File: src/rtl/serial_sub_pkg.sv
// Shared definitions for the bit-serial subtractor: FSM state encoding and default width.
package serial_sub_pkg;

    typedef enum logic [1:0] {
        IDLE = 2'd0,
        RUN  = 2'd1,
        DONE = 2'd2
    } state_t;

    localparam int unsigned DEFAULT_WIDTH = 8;

endpackage

File: src/rtl/serial_sub_fullsub.sv
// Single-bit combinational full subtractor: diff = a - b - b_in, borrow out in b_out.
module fullsub (
    output logic diff,
    output logic b_out,
    input  logic a,
    input  logic b,
    input  logic b_in
);

    always_comb begin
        diff  = a ^ b ^ b_in;
        b_out = (~a & b) | (~(a ^ b) & b_in);
    end

endmodule

File: src/rtl/serial_sub.sv
// Bit-serial subtractor, LSB first, one bit per RUN cycle; result is registered on the last bit.
// Optional signed-overflow output ovf is enabled by defining SERIAL_SUB_OVF_EN.
module serial_sub
    import serial_sub_pkg::*;
#(
    parameter int unsigned WIDTH = DEFAULT_WIDTH
) (
    input  logic             clk,
    input  logic             rst,
    input  logic             start,
    input  logic [WIDTH-1:0] a,
    input  logic [WIDTH-1:0] b,
    input  logic             b_in,
    output logic             ready,
    output logic [WIDTH-1:0] diff,
    output logic             b_out,
    output logic             done
`ifdef SERIAL_SUB_OVF_EN
    ,
    output logic             ovf
`endif
);

    localparam int unsigned CW = $clog2(WIDTH);

    state_t           state_q;
    state_t           state_d;
    logic [WIDTH-1:0] sh_a;
    logic [WIDTH-1:0] sh_b;
    logic [WIDTH-2:0] res;
    logic [CW-1:0]    cnt;
    logic             br;
    logic             d_bit;
    logic             br_next;
    logic             last_bit;
    logic [WIDTH-1:0] res_next;

    fullsub u_cell (
        .diff (d_bit),
        .b_out(br_next),
        .a    (sh_a[0]),
        .b    (sh_b[0]),
        .b_in (br)
    );

    // The final result is the new bit on top of the WIDTH-1 bits already collected.
    assign res_next = {d_bit, res};
    assign last_bit = (cnt == CW'(WIDTH - 1));

    always_ff @(posedge clk or posedge rst) begin
        if (rst) begin
            state_q <= IDLE;
        end else begin
            state_q <= state_d;
        end
    end

    always_comb begin
        state_d = state_q;
        ready   = 1'b0;
        done    = 1'b0;
        case (state_q)
            IDLE: begin
                ready = 1'b1;
                if (start) begin
                    state_d = RUN;
                end
            end
            RUN: begin
                if (last_bit) begin
                    state_d = DONE;
                end
            end
            DONE: begin
                done    = 1'b1;
                state_d = IDLE;
            end
            default: state_d = IDLE;
        endcase
    end

    always_ff @(posedge clk or posedge rst) begin
        if (rst) begin
            sh_a  <= '0;
            sh_b  <= '0;
            res   <= '0;
            cnt   <= '0;
            br    <= 1'b0;
            diff  <= '0;
            b_out <= 1'b0;
`ifdef SERIAL_SUB_OVF_EN
            ovf   <= 1'b0;
`endif
        end else begin
            case (state_q)
                IDLE: begin
                    if (start) begin
                        sh_a <= a;
                        sh_b <= b;
                        br   <= b_in;
                        res  <= '0;
                        cnt  <= '0;
                    end
                end
                RUN: begin
                    sh_a <= {1'b0, sh_a[WIDTH-1:1]};
                    sh_b <= {1'b0, sh_b[WIDTH-1:1]};
                    res  <= res_next[WIDTH-1:1];
                    br   <= br_next;
                    cnt  <= cnt + CW'(1);
                    if (last_bit) begin
                        diff  <= res_next;
                        b_out <= br_next;
`ifdef SERIAL_SUB_OVF_EN
                        // On the last bit the shift-register LSBs are the operand sign bits.
                        ovf   <= (sh_a[0] != sh_b[0]) && (d_bit != sh_a[0]);
`endif
                    end
                end
                default: ;
            endcase
        end
    end

endmodule

File: config.mk
export PLATFORM = sky130hd
export DESIGN_NAME = serial_sub
export DESIGN_NICKNAME = d
export VERILOG_FILES = /design/src/rtl/serial_sub_pkg.sv /design/src/rtl/serial_sub_fullsub.sv /design/src/rtl/serial_sub.sv
export SDC_FILE = /design/constraint.sdc
export NUM_CORES = 1
export LEC_CHECK = 0
export ABC_AREA = 1
export BUFFER_PORTS_ARGS = -buffer_cell sky130_fd_sc_hd__buf_2
export CELL_PAD_IN_SITES_DETAIL_PLACEMENT = 1
export CELL_PAD_IN_SITES_GLOBAL_PLACEMENT = 2
export CORE_UTILIZATION = 32
export CTS_CLUSTER_DIAMETER = 200
export DETAILED_ROUTE_END_ITERATION = 16
export MAX_ROUTING_LAYER = met4
export PLACE_DENSITY = 0.81
export SLEW_MARGIN = 25
export SYNTH_ARGS = -nofsm -noshare
export SYNTH_HDL_FRONTEND = slang
export SYNTH_SLANG_ARGS = --single-unit
File: constraint.sdc
create_clock -name clk -period 1.5 [get_ports clk]
set_input_delay 0.375 -clock clk [delete_from_list [all_inputs] [get_ports clk]]
set_output_delay 0.375 -clock clk [all_outputs]
set_load 0.01 [all_outputs]
==> summary.txt, run 1 <==
Layout
  • Layout cells sized above 1: 0.2179
  • # nets final: 279
  • # diodes: 0
  • Multi-input gate area: between 600 and 700 um2
  • Most frequent cells in the layout: nand2_1, inv_1, dfrtp_1
  • Register area: between 900 and 1000 um2
  • Layout area overhead: 19.86%
  • Commonest non-fill, non-tap cell in the layout: nand2_1
  • FILL cells: 691

Clock tree
  • CTS tree: done
  • Clock Path Buffers: 2
  • Clock root cell: clkbuf_8
  • CTS sink cnt: 38
  • CTS buffer count: 5
  • Post-CTS Hold Fix Bufs: 0
  • Clock Latency Late Sink: 0.29 ns
  • CTS HTree Levels: 2
  • Clock transition at the registers of the reported paths: 0.08 ns

Die
  • Initial core utilization: 0.3304
  • Num ports: 31
  • Row Count: 27
  • Die Wd: 77.17 um
  • Die area: 5954 um2
  • Die span in y: 77.17 um
  • Core area: 5473 um2

STA
  • Relative slew slack: 0.8579
  • Setup ws final: 0.06273 ns
  • Highest Clock Rate: 695.8 MHz
  • Final TNS setup: 0 ns
  • Max Clock Skew: 0.003829 ns
  • RSZ-0062 raised after global routing: false
  • Final Setup Violations: 0
  • Final min period: about 1.4 ns
  • Max-slew violation count: 0
  • Worst Tran Pin Value: 0.2132 ns
  • Final hold vios: 0
  • Crit share post-route: 0.9582

Synthesis
  • Post-synth EDFFs: 0
  • Asr flop ratio synth: 1.000
  • Ys flop type: dfrtp_1
  • Syn Area/Cell: 8.218 um2
  • Mapped Nets: around 240
  • Synth Register Bits: 38
  • Synth Warn #: 0
  • Synthesized area: roughly 1800 um2
  • Unique masters post-synth: 21
  • Sequential share of the synthesized area: 0.5260
  • Cells after Synth: 220

Power and ir drop
  • Leakage: 1.226 nW
  • Maximum vdd drop: 0.4915 mV
  • Cell Pwr Density: 1939 nW/um2

Worst setup path
  • CP cell instances: buf_6 -> nor2_4 -> buf_6
  • Reg-to-reg startpoint: state_q[0]
  • Worst Reg-to-Reg Cells: 7
  • Crit path launch type: flip-flop
  • Worst path max stage delay: approximately 0.45 ns
  • Arrival @ worst endpoint: between 1 and 1.5 ns
  • Max Fanout on Critical Path: 4
  • CP required: 1.12 ns
  • FF-to-FF End: sh_a[0]
  • Highest-delay cell along the critical path: dfrtp_2
  • CP Capture Type: primary output
  • R2R setup slack: 0.13 ns
  • Type of the worst setup path: reg2out
  • CP dominant cell by count: buf_6

Job
  • Total of max-cap violations: 0

GRT
  • GRT met1 Usage: 0.1815
  • First-pass GRT wire length: between 6000 and 7000 um
  • Met2 usage: 0.2345
  • Vias in the first global route: 1,390
  • Initial antenna violation count: 0
  • Grt total ovfl: 0
  • Busiest metal layer after global routing: met2
  • Pin count of the biggest net entering global routing: 39
  • Total global-route track usage: 0.1511
  • Grt met3 use: 0.04286

Drt
  • DRC: 0
  • Via count: approximately 1,400
  • Drt wl/cell: 11.85 um
  • Post-route ant nets: 0
  • Starting DRT DRC Count: 67
  • Drt total wl: 3900 um
  • Vias/cell: 4.350
  • First-pass iteration count of the detailed router: 2

Status
  • Outcome: complete, no violations

Place
  • # port buffers: 30
  • Pre-CTS setup slack: 0.09968 ns
  • Post-DP HPWL: approximately 2600 um
  • GP Congestion: 0.6835

Worst hold path
  • Hold crit path type: in2async
## cells by family after synthesis
| group | Yosys count | share of synthesized area |
|---|---|---|
| fa+ha+maj | 3 | 0.02491 |
| buf+inv | 51 | 0.1308 |
| compound gates | 19 | 0.05467 |
| flops | 38 | 0.5260 |
| simple gates | 109 | 0.2637 |
## through the flow
| stage | area [um2] | util | total power, mW | hold slack (ns) | cells |
|---|---|---|---|---|---|
| after global placement | 2038 | 0.3724 | 3.407 | 0.4470 | 320 |
| after CTS | 2141 | 0.3912 | 4.264 | 0.1260 | 329 |
| after detailed placement | 2038 | 0.3724 | 3.477 | 0.4470 | 320 |
| final | 2167 | 0.3960 | 4.201 | 0.1244 | 329 |
| after floorplan | 1808 | - | 2.989 | 0.4459 | 220 |
| after global routing | 2167 | 0.3960 | 4.620 | 0.1291 | 329 |
## flip-flops by register name, indices dropped and copies added, names as in the netlist
| register | flops |
|---|---|
| sh_b | 8 |
| res | 7 |
| state_q | 2 |
| b_out | 1 |
| diff | 8 |
| br | 1 |
| cnt | 3 |
| sh_a | 8 |
## critical path, delay by kind of cell (launching register included)
kind,cells,cell delay [ns]
flip-flops,1,0.45
buffers and inverters,2,0.24
AND/OR/NAND/NOR,1,0.09
## report_power, final
group,internal [mW],switching (mW),total (mW)
Sequential,1.48,0.244,1.72
Clock,0.371,0.371,0.742
Combinational,0.690,1.05,1.74
## Yosys cell counts, types with 2 or more instances
cell / count / area (um2)
inv_1: 41 / 153.9
buf_2: 3 / 15.01
buf_4: 2 / 15.01
buf_6: 2 / 22.52
dfrtp_1: 38 / 950.9
o21ai_0: 5 / 25.02
nand2_1: 83 / 311.6
nand3_1: 18 / 90.09
nand2_8: 2 / 40.04
ha_1: 2 / 25.02
o21ai_1: 12 / 60.06
nor2_1: 3 / 11.26
## layer usage
layer	part of all wire	routed length, um
met1	0.49	1894
met2	0.46	1795
met3	0.037	143
met4	0.017	66
met5	0	0
## layout make-up
type	count	share of cell area
clock buffer	7	0.03984
inverter	43	0.07910
sequential	38	0.4400
tap	72	0.04157
multi-input combinational	131	0.2933
clock inverter	1	0.002309
timing repair buffer	37	0.1039
## repair_timing
item,CTS,global route
pin swaps,0,0
resized for setup,1,8
setup endpoints to repair,1,3
endpoints found under the hold margin,0,0
buffers inserted,1,0
## worst max-delay path by stage
stage	cells after the start	startpoint	slack [ns]	end
3_5_place_dp	6	cnt[0]	0.1	diff[7]
5_1_grt	2	state_q[1]	0.02	ready
4_1_cts	3	state_q[1]	0.001	done
6_report	3	state_q[0]	0.06	done
3_3_place_gp	6	cnt[0]	0.14	diff[7]
2_1_floorplan	6	cnt[0]	0.21	diff[0]
(Power assumes the default switching activity.)
==> run 2: changes to the inputs <==
GPL_TIMING_DRIVEN = 0   (was not set)
MAX_ROUTING_LAYER = not set   (was met4)
==> run 2 against run 1 <==
The run now ends with setup timing left; die area unchanged; largest cell class unchanged; count of clock-buffer cells in the layout decreased by 2; critical endpoint unchanged; sequential power about the same; flip-flop and latch count unchanged; clock power decreased by 8.0%; setup slack got worse by 0.081 ns; global-route usage increased by 0.93 points; critical path type unchanged; power increased by 1.1%.
==> summary.txt, run 2 (synthesis gave the netlist of run 1 again) <==
Status
  • Outcome: complete, but fails checks
  • Violated checks: setup timing

Layout
  • Layout area overhead: 23.18%
  • Top Registers: diff: 8 flops, sh_a: 8 flops, sh_b: 8 flops
  • Layout cells sized above 1: 0.2337 (+0.01582)
  • # diodes: 0 (unchanged)
  • Most frequent cells in the layout: nand2_1, inv_1, dfrtp_1
  • Commonest non-fill, non-tap cell in the layout: nand2_1
  • # nets final: 284 (+1.8%)

STA
  • Final min period: 1.518 ns (+0.08077 ns)
  • Crit share post-route: 1.012 (+0.05385)
  • Final hold vios: 0 (unchanged)
  • Max Clock Skew: 0.004941 ns (+0.001112 ns)
  • Worst Tran Pin Value: 0.4479 ns (+0.2347 ns)
  • Highest Clock Rate: 658.7 MHz (-5.3%)
  • Final TNS setup: -0.01804 ns (-0.01804 ns)
  • Max-slew violation count: 0 (unchanged)
  • RSZ-0062 raised after global routing: true
  • Setup ws final: -0.01804 ns (-0.08077 ns)
  • Relative slew slack: 0.7010 (-0.1569)
  • Final Setup Violations: 1 (+1)

Clock tree
  • Clock Latency Late Sink: 0.29 ns (about the same)
  • Clock Path Buffers: 2 (unchanged)
  • Clock transition at the registers of the reported paths: 0.08 ns (about the same)
  • CTS buffer count: 5 (unchanged)
  • CTS tree: done
  • Clock root cell: clkbuf_8
  • CTS HTree Levels: 2 (unchanged)
  • CTS sink cnt: 38 (unchanged)

Die
  • Initial core utilization: 0.3304 (unchanged)
  • Row Count: 27 (unchanged)
  • Die area: 5954 um2 (unchanged)
  • Die Wd: 77.17 um (unchanged)
  • Die span in y: 77.17 um (unchanged)
  • Core area: 5473 um2 (unchanged)
  • Num ports: 31 (unchanged)

GRT
  • Pin count of the biggest net entering global routing: 21 (-46%)
  • First-pass GRT wire length: 7258 um (+9.4%)
  • Total global-route track usage: 0.1605 (+0.009312)
  • Grt total ovfl: 0 (unchanged)
  • Initial antenna violation count: 0 (unchanged)
  • Vias in the first global route: 1,472 (+5.9%)

Worst setup path
  • Type of the worst setup path: reg2out
  • Max Fanout on Critical Path: 4 (unchanged)
  • R2R setup slack: 0.10 ns (-0.03 ns)
  • CP Capture Type: primary output
  • Worst Reg-to-Reg Cells: 6 (-1)
  • Crit path launch type: flip-flop
  • Worst Setup SP: state_q[0]
  • CP required: 1.12 ns (about the same)
  • CP endpoint: done
  • FF-to-FF End: diff[0]
  • Arrival @ worst endpoint: 1.14 ns (+0.08 ns)
  • Reg-to-reg startpoint: cnt[0]

Power and ir drop
  • Cell Pwr Density: 1907 nW/um2 (-1.7%)
  • Internal power: 2.560 mW (+0.81%)
  • Clk pwr share: 0.161 (-0.016)
  • Reg power frac: 0.403 (-0.007)
  • P_sw: 1.687 mW (+1.5%)
  • Leakage: 1.254 nW (+2.3%)
  • Maximum vdd drop: 0.4776 mV (-2.8%)
  • Switching part of the total: 0.3972 (+0.001550)
  • Comb pwr share: 0.436 (+0.022)

Drt
  • Starting DRT DRC Count: 72 (+7.5%)
  • Post-route ant nets: 0 (unchanged)
  • Drt wl/cell: 12.09 um (+2.0%)
  • First-pass iteration count of the detailed router: 4 (+2)
  • Vias/cell: 4.372 (+0.52%)
  • Via count: 1,456 (+1.7%)
  • Drt total wl: 4027 um (+3.3%)
  • DRC: 0 (unchanged)

Place
  • # port buffers: 30 (unchanged)
  • Post-DP HPWL: 2781 um (+8.5%)
  • Pre-CTS setup slack: 0.01183 ns (-0.08786 ns)
  • GP Congestion: 0.7702 (+13%)

Job
  • Total of max-cap violations: 0 (unchanged)

Worst hold path
  • Hold crit path type: in2async
## run 2: cell count changes in the layout (fill, tap and decap cells not counted), sizes merged
cell and change:
buf +5, clkbuf -2, clkinv +1
## run 2: worst min path at each step
stage	startpoint	end	slack, ns	depth (start not counted)
after CTS	rst	diff[5]	0.08	2
after global placement	cnt[2]	cnt[2]	0.46	2
after global routing	rst	diff[5]	0.10	2
after floorplan	cnt[1]	cnt[1]	0.45	2
final	rst	diff[5]	0.08	2
after detailed placement	rst	res[5]	0.41	2
## run 2: critical path, cell delays in order, from the launching register on
cell and delay [ns]:
dfrtp_1 0.41, buf_6 0.15, buf_8 0.11, nor2_4 0.07
buf_6 0.10
## run 2: layer usage
metal,global-route usage,part of all wire,vias to the layer above
li1,-,-,738
met1,0.2142,0.49,681
met2,0.2460,0.46,31
met3,0.04286,0.038,6
met4,0.06226,0.015,0
met5,0,0,-
## run 2: layout make-up
cell class,instances,area [um2]
well taps,72,90.09
repair buffers,34,212.7
clock buffers,5,68.82
flip-flops and latches,38,952.2
fillers,705,3246
multi-input cells,131,640.6
plain buffers,8,83.83
clock inverters,2,10.01
inverters,43,168.9
## run 2: timing repair
| action | 4_1_cts | 5_1_grt |
|---|---|---|
| pin swaps | 1 | 1 |
| hold endpoints to repair | 0 | 0 |
| setup buffers | 3 | 0 |
| cloned | 0 | 0 |
| hold buffers | 0 | 0 |
| setup endpoints to repair | 11 | 11 |
| gates resized for setup | 10 | 3 |
## run 2: power by group through the flow
stage	clock [mW]	combinational, mW	sequential [mW]
2_1_floorplan	0	1.26	1.73
3_3_place_gp	0	1.73	1.71
3_5_place_dp	0	1.78	1.73
4_1_cts	0.714	1.87	1.71
5_1_grt	0.758	2.18	1.77
6_report	0.683	1.85	1.71
## run 2: through the flow
step                      hold WS [ns]  power (mW)  area [um2]  cells    util
after global routing            0.1013       4.708        2227    333  0.4070
final                          0.07776       4.247        2227    333  0.4070
after global placement          0.4600       3.440        2048    322  0.3743
after CTS                      0.08289       4.302        2211    333  0.4040
after detailed placement        0.4079       3.510        2076    323  0.3793
after floorplan                 0.4459       2.989        1808    220       -
